$ cat src/rtl/mcu_pkg.sv
// Shared constants and types for the multi-cycle control unit.
package mcu_pkg;

    // Opcode encodings; anything above OP_HALT is illegal.
    localparam int unsigned OP_ADD   = 0;
    localparam int unsigned OP_AND   = 1;
    localparam int unsigned OP_LOAD  = 2;
    localparam int unsigned OP_STORE = 3;
    localparam int unsigned OP_SUB   = 4;
    localparam int unsigned OP_OR    = 5;
    localparam int unsigned OP_BRZ   = 6;
    localparam int unsigned OP_HALT  = 7;

    // ALU operation select values.
    localparam int unsigned ALU_ADD = 0;
    localparam int unsigned ALU_AND = 1;
    localparam int unsigned ALU_SUB = 2;
    localparam int unsigned ALU_OR  = 3;

    localparam int unsigned STATE_W = 4;
    localparam int unsigned CLASS_W = 3;

    typedef enum logic [STATE_W-1:0] {
        ST_IDLE,
        ST_FETCH,
        ST_DECODE,
        ST_EXEC,
        ST_MEM,
        ST_WB,
        ST_BRANCH,
        ST_HALT,
        ST_TRAP
    } state_e;

    typedef enum logic [CLASS_W-1:0] {
        CLS_ALU,
        CLS_MEM_LD,
        CLS_MEM_ST,
        CLS_BRZ,
        CLS_HALT,
        CLS_ILLEGAL
    } iclass_e;

endpackage

$ cat src/rtl/mcu_opcode_decode.sv
// Combinational opcode classifier: instruction class plus ALU select.
module mcu_opcode_decode
    import mcu_pkg::*;
#(
    parameter int unsigned OPCODE_W = 4,
    parameter int unsigned ALUOP_W  = 2
) (
    input  logic [OPCODE_W-1:0] opcode_i,
    output iclass_e             iclass_c_o,
    output logic [ALUOP_W-1:0]  alu_op_c_o
);

    // Map opcode to class; non-ALU classes and illegal opcodes select ADD.
    always_comb begin
        iclass_c_o = CLS_ILLEGAL;
        alu_op_c_o = ALUOP_W'(ALU_ADD);
        if (opcode_i == OPCODE_W'(OP_ADD)) begin
            iclass_c_o = CLS_ALU;
            alu_op_c_o = ALUOP_W'(ALU_ADD);
        end else if (opcode_i == OPCODE_W'(OP_AND)) begin
            iclass_c_o = CLS_ALU;
            alu_op_c_o = ALUOP_W'(ALU_AND);
        end else if (opcode_i == OPCODE_W'(OP_SUB)) begin
            iclass_c_o = CLS_ALU;
            alu_op_c_o = ALUOP_W'(ALU_SUB);
        end else if (opcode_i == OPCODE_W'(OP_OR)) begin
            iclass_c_o = CLS_ALU;
            alu_op_c_o = ALUOP_W'(ALU_OR);
        end else if (opcode_i == OPCODE_W'(OP_LOAD)) begin
            iclass_c_o = CLS_MEM_LD;
        end else if (opcode_i == OPCODE_W'(OP_STORE)) begin
            iclass_c_o = CLS_MEM_ST;
        end else if (opcode_i == OPCODE_W'(OP_BRZ)) begin
            iclass_c_o = CLS_BRZ;
        end else if (opcode_i == OPCODE_W'(OP_HALT)) begin
            iclass_c_o = CLS_HALT;
        end
    end

endmodule

$ cat src/rtl/multicycle_control_unit.sv
// Multi-cycle control unit: sequences FETCH/DECODE/EXEC/MEM/WB/BRANCH/HALT.
// Optional MCU_ILLEGAL_TRAP_EN adds a TRAP state and an illegal_trap output;
// without it illegal opcodes retire as a NOP.
// Outputs decode from the state register and latched opcode; the only input
// terms are mem_ready (STORE completes in its ready cycle) and zero_flag
// (branch decision in the BRANCH cycle).
module multicycle_control_unit
    import mcu_pkg::*;
#(
    parameter int unsigned OPCODE_W = 4,
    parameter int unsigned ALUOP_W  = 2
) (
    input  logic                clk,
    input  logic                rst_n,
    input  logic                instr_valid,
    output logic                instr_ready,
    input  logic [OPCODE_W-1:0] opcode,
    input  logic                zero_flag,
    input  logic                mem_ready,
    output logic                mem_req,
    output logic                mem_we,
    output logic                reg_write,
    output logic                mem_to_reg,
    output logic [ALUOP_W-1:0]  alu_op,
    output logic                pc_inc,
    output logic                pc_load,
    output logic                halted,
    output logic                busy
`ifdef MCU_ILLEGAL_TRAP_EN
    ,
    output logic                illegal_trap
`endif
);

    state_e                state_q, state_d;
    logic [OPCODE_W-1:0]   opcode_q, opcode_d;
    iclass_e               iclass;
    logic [ALUOP_W-1:0]    dec_alu_op;

    mcu_opcode_decode #(
        .OPCODE_W (OPCODE_W),
        .ALUOP_W  (ALUOP_W)
    ) u_decode (
        .opcode_i   (opcode_q),
        .iclass_c_o (iclass),
        .alu_op_c_o (dec_alu_op)
    );

    // State and opcode latch; reset drops every output immediately.
    always_ff @(posedge clk or negedge rst_n) begin
        if (!rst_n) begin
            state_q  <= ST_IDLE;
            opcode_q <= '0;
        end else begin
            state_q  <= state_d;
            opcode_q <= opcode_d;
        end
    end

    // Next-state and output decode.
    always_comb begin
        state_d     = state_q;
        opcode_d    = opcode_q;
        instr_ready = 1'b0;
        mem_req     = 1'b0;
        mem_we      = 1'b0;
        reg_write   = 1'b0;
        mem_to_reg  = 1'b0;
        alu_op      = ALUOP_W'(ALU_ADD);
        pc_inc      = 1'b0;
        pc_load     = 1'b0;
        halted      = 1'b0;
        busy        = 1'b0;
`ifdef MCU_ILLEGAL_TRAP_EN
        illegal_trap = 1'b0;
`endif
        unique case (state_q)
            ST_IDLE: begin
                state_d = ST_FETCH;
            end
            ST_FETCH: begin
                instr_ready = 1'b1;
                if (instr_valid) begin
                    opcode_d = opcode;
                    state_d  = ST_DECODE;
                end
            end
            ST_DECODE: begin
                busy = 1'b1;
                case (iclass)
                    CLS_ALU:    state_d = ST_EXEC;
                    CLS_MEM_LD: state_d = ST_MEM;
                    CLS_MEM_ST: state_d = ST_MEM;
                    CLS_BRZ:    state_d = ST_BRANCH;
                    CLS_HALT:   state_d = ST_HALT;
`ifdef MCU_ILLEGAL_TRAP_EN
                    CLS_ILLEGAL: state_d = ST_TRAP;
`else
                    CLS_ILLEGAL: state_d = ST_EXEC;
`endif
                    default:    state_d = ST_EXEC;
                endcase
            end
            ST_EXEC: begin
                busy      = 1'b1;
                alu_op    = dec_alu_op;
                reg_write = (iclass == CLS_ALU);
                pc_inc    = 1'b1;
                state_d   = ST_FETCH;
            end
            ST_MEM: begin
                busy    = 1'b1;
                mem_req = 1'b1;
                mem_we  = (iclass == CLS_MEM_ST);
                if (mem_ready) begin
                    if (iclass == CLS_MEM_ST) begin
                        pc_inc  = 1'b1;
                        state_d = ST_FETCH;
                    end else begin
                        state_d = ST_WB;
                    end
                end
            end
            ST_WB: begin
                busy       = 1'b1;
                reg_write  = 1'b1;
                mem_to_reg = 1'b1;
                pc_inc     = 1'b1;
                state_d    = ST_FETCH;
            end
            ST_BRANCH: begin
                busy    = 1'b1;
                alu_op  = ALUOP_W'(ALU_SUB);
                pc_load = zero_flag;
                pc_inc  = !zero_flag;
                state_d = ST_FETCH;
            end
            ST_HALT: begin
                halted = 1'b1;
            end
`ifdef MCU_ILLEGAL_TRAP_EN
            ST_TRAP: begin
                busy         = 1'b1;
                illegal_trap = 1'b1;
            end
`endif
            default: begin
                state_d = ST_IDLE;
            end
        endcase
    end

endmodule
$ cat config.mk
export PLATFORM = sky130hd
export DESIGN_NAME = multicycle_control_unit
export DESIGN_NICKNAME = d
export VERILOG_FILES = /design/src/rtl/mcu_pkg.sv /design/src/rtl/mcu_opcode_decode.sv /design/src/rtl/multicycle_control_unit.sv
export SDC_FILE = /design/constraint.sdc
export NUM_CORES = 1
export LEC_CHECK = 0
export ABC_AREA = 1
export CAP_MARGIN = 0
export CORE_UTILIZATION = 27
export CTS_BUF_LIST = sky130_fd_sc_hd__clkbuf_2 sky130_fd_sc_hd__clkbuf_4 sky130_fd_sc_hd__clkbuf_8
export CTS_CLUSTER_SIZE = 30
export DETAILED_ROUTE_END_ITERATION = 10
export PLACE_DENSITY = 0.51
export SYNTH_ARGS = -nofsm -noshare
export SYNTH_HDL_FRONTEND = slang
export SYNTH_HIERARCHICAL = 1
export SYNTH_SLANG_ARGS = --single-unit
export TNS_END_PERCENT = 10
$ cat constraint.sdc
create_clock -name clk -period 1.6 [get_ports clk]
set_input_delay 0.16 -clock clk [delete_from_list [all_inputs] [get_ports clk]]
set_output_delay 0.16 -clock clk [all_outputs]
set_load 0.02 [all_outputs]
==> results.yml <==
logic_synthesis:
  synth_area_sq_um: 555.5
  syn_nets: 101
  yosys-top-cells-area: "dfrtp_1, nand2_1, nand3_1"
  synth.distinct_cells: 16
  yosysWarnings: 6
  synth_top_area_share_pct: 31.53
  synthCells: 92
  avgSynthCellArea_sq_um: 6.038
  yosysTopAreaCell: "dfrtp_1"
  synth_seq_cells: 7
  yosysSeqAreaShare_pct: 31.53
timing:
  relSlewSlack_pct: 78.64
  finalMaxSlewViolations: 0
  setup_violations: 2
  tightestPinTransition_ps: 319.4
  period_minus_slack_ps: 1651
  rsz0062_at_grt: "yes"
  worst_slack_ps: -50.79
  fin_skew_ps: 3.156
  max_freq_mhz: 605.8
  finalHoldViolations: 0
  finalCritPeriodShare_pct: 103.2
floorplanning:
  die_x_um: 47.36
  core_area_sq_um: 1942
  rows: 16
  pin_count: 20
  start_util_pct: 28.61
  die_area_sq_um: 2243
  die_y_um: 47.36
placed_design:
  placed_cell_area_sq_um: 932.1
  gp_congestion: 0.7649
  post-place-ws_ps: -366.1
  io_buffers: 19
  dpl.hpwl_um: 1184
clock_tree:
  clkTransAtPathRegs_ps: 50
  cts.path.max_buffers: 2
  cts_buffers: 3
  ctsRootBufferMaster: "clkbuf_4"
  clk_latency_ps: 250
  post_cts_buffers: 0
  h-tree-depth: 1
  numClockSinks: 7
  cts_tree: "yes"
drt:
  ant_nets: 0
  num_vias: 677
  wl_um: 1366
  drtIter0Drc: 8
  wl_per_cell_um: 8.432
  first_pass_iters: 3
  post-route-drc-count: 0
  viasPerCell: 4.179
run_status:
  status: "finished, violations left"
  failed_checks: "negative setup slack"
power:
  p_sw_share_pct: 46.11
  p_clk_share_pct: 10.5
  p_int_uw: 894.7
  p_leak_uw: 0.0005343
  p_seq_share_pct: 21.0
  power_density_nw_per_um2: 1764
  p_sw_uw: 765.5
  pwr-share-comb_pct: 68.6
  ir_drop_mv: 0.7831
critical_path:
  required_ps: 1440
  startpoint: "opcode_q[0]"
  r2r_slack_ps: 150
  critPathCaptureType: "primary output"
  arrival_ps: 1490
  r2r_cells: 12
  critPathKind: "reg2out"
  regToRegStartpoint: "opcode_q[0]"
  r2r-end: "state_q[2]"
  start_kind: "flop"
  cp_max_fo: 5
finish:
  postLayoutCoreUtil_pct: 48.45
  final_nets: 145
  layout_commonest_cell: "nand2_1"
  final_area_sq_um: 940.9
  drive_gt1_share_pct: 37.78
  diodes: 0
  final_cell_mix: "nand2_1, buf_4, inv_1"
  syn2layout_area_growth_pct: 69.37
min_path:
  holdCritPathClass: "in2async"
global_route:
  antenna_found_initial: 0
  overflow: 0
  grt_pass1_vias: 563
  grt_max_degree: 8
  grt_usage_pct: 14.40
  grt_pass1_wl_um: 2283
run:
  max_cap_violations: 0
## logic make-up after synthesis
group / Yosys count / share of synthesized area, %
buffers and inverters: 16 / 10.81
AO/OA/AOI/OAI: 8 / 9.234
AND/OR/NAND/NOR: 61 / 48.43
flip-flops: 7 / 31.53
## metal layers
metal | up-vias | share of wire [%] | GRT usage (%)
met3 | 2 | 4.5 | 1.154
met2 | 19 | 45 | 22.47
met5 | - | 0 | 0
met4 | 0 | 1.2 | 8.571
li1 | 373 | - | -
met1 | 283 | 49 | 19.26
## state kept, by name, summed over array words and instances (netlist names)
register / count
opcode_q: 4
state_q: 3
## timing repair
action | in CTS | in global routing
gates cloned | 0 | 0
hold buffers | 0 | 0
resized for setup | 31 | 12
endpoints found under the hold margin | 0 | 0
endpoints found under the setup margin | 11 | 11
pin swaps | 2 | 0
## worst max-delay path by stage
stage / to / slack (ps) / depth (start not counted)
floorplan: pc_inc / 60 / 7
global placement: pc_inc / -320 / 8
detailed placement: pc_inc / -370 / 8
CTS: pc_inc / -80 / 7
global route: reg_write / -170 / 6
finish: reg_write / -50 / 6
## power by group through the flow
| stage | Clock (uW) | Combinational, uW | Sequential (uW) |
|---|---|---|---|
| 6_report | 174 | 1140 | 348 |
| 5_1_grt | 192 | 1290 | 364 |
| 4_1_cts | 181 | 1130 | 348 |
| 3_5_place_dp | 0 | 1160 | 350 |
| 3_3_place_gp | 0 | 1170 | 344 |
| 2_1_floorplan | 0 | 630 | 342 |
## through the flow
step | hold slack, ps | setup TNS [ps] | cells | total power (uW)
after CTS | 174.6 | -119.7 | 162 | 1658
after global routing | 184.0 | -472.5 | 162 | 1846
after global placement | 438.9 | -1061 | 158 | 1513
final | 171.9 | -94.77 | 162 | 1660
after detailed placement | 443.4 | -1155 | 158 | 1514
after floorplan | -135.6 | 0 | 92 | 972.5
## Yosys cell counts, drive strengths merged
cell	instances
nand3b	1
inv	16
nor2	11
dfrtp	7
nor3b	1
nand3	11
o21ai	7
or2	1
nor3	1
o2111ai	1
nand2	35
## critical path: stages (launching register included)
cell and delay [ps]:
dfrtp_1 410, o21ai_1 230, nor2_4 80, nor2_1 150
nand2_1 60, o21ai_0 130, buf_2 190
## cell type report
class / instances / area [sq um]
clock buffer: 4 / 30.03
multi-input combinational: 69 / 340.3
inverter: 16 / 60.06
sequential: 7 / 175.2
timing repair buffer: 39 / 301.5
fill: 218 / 1001
tap: 27 / 33.78
Note: power is estimated with default switching activity, not from simulation.
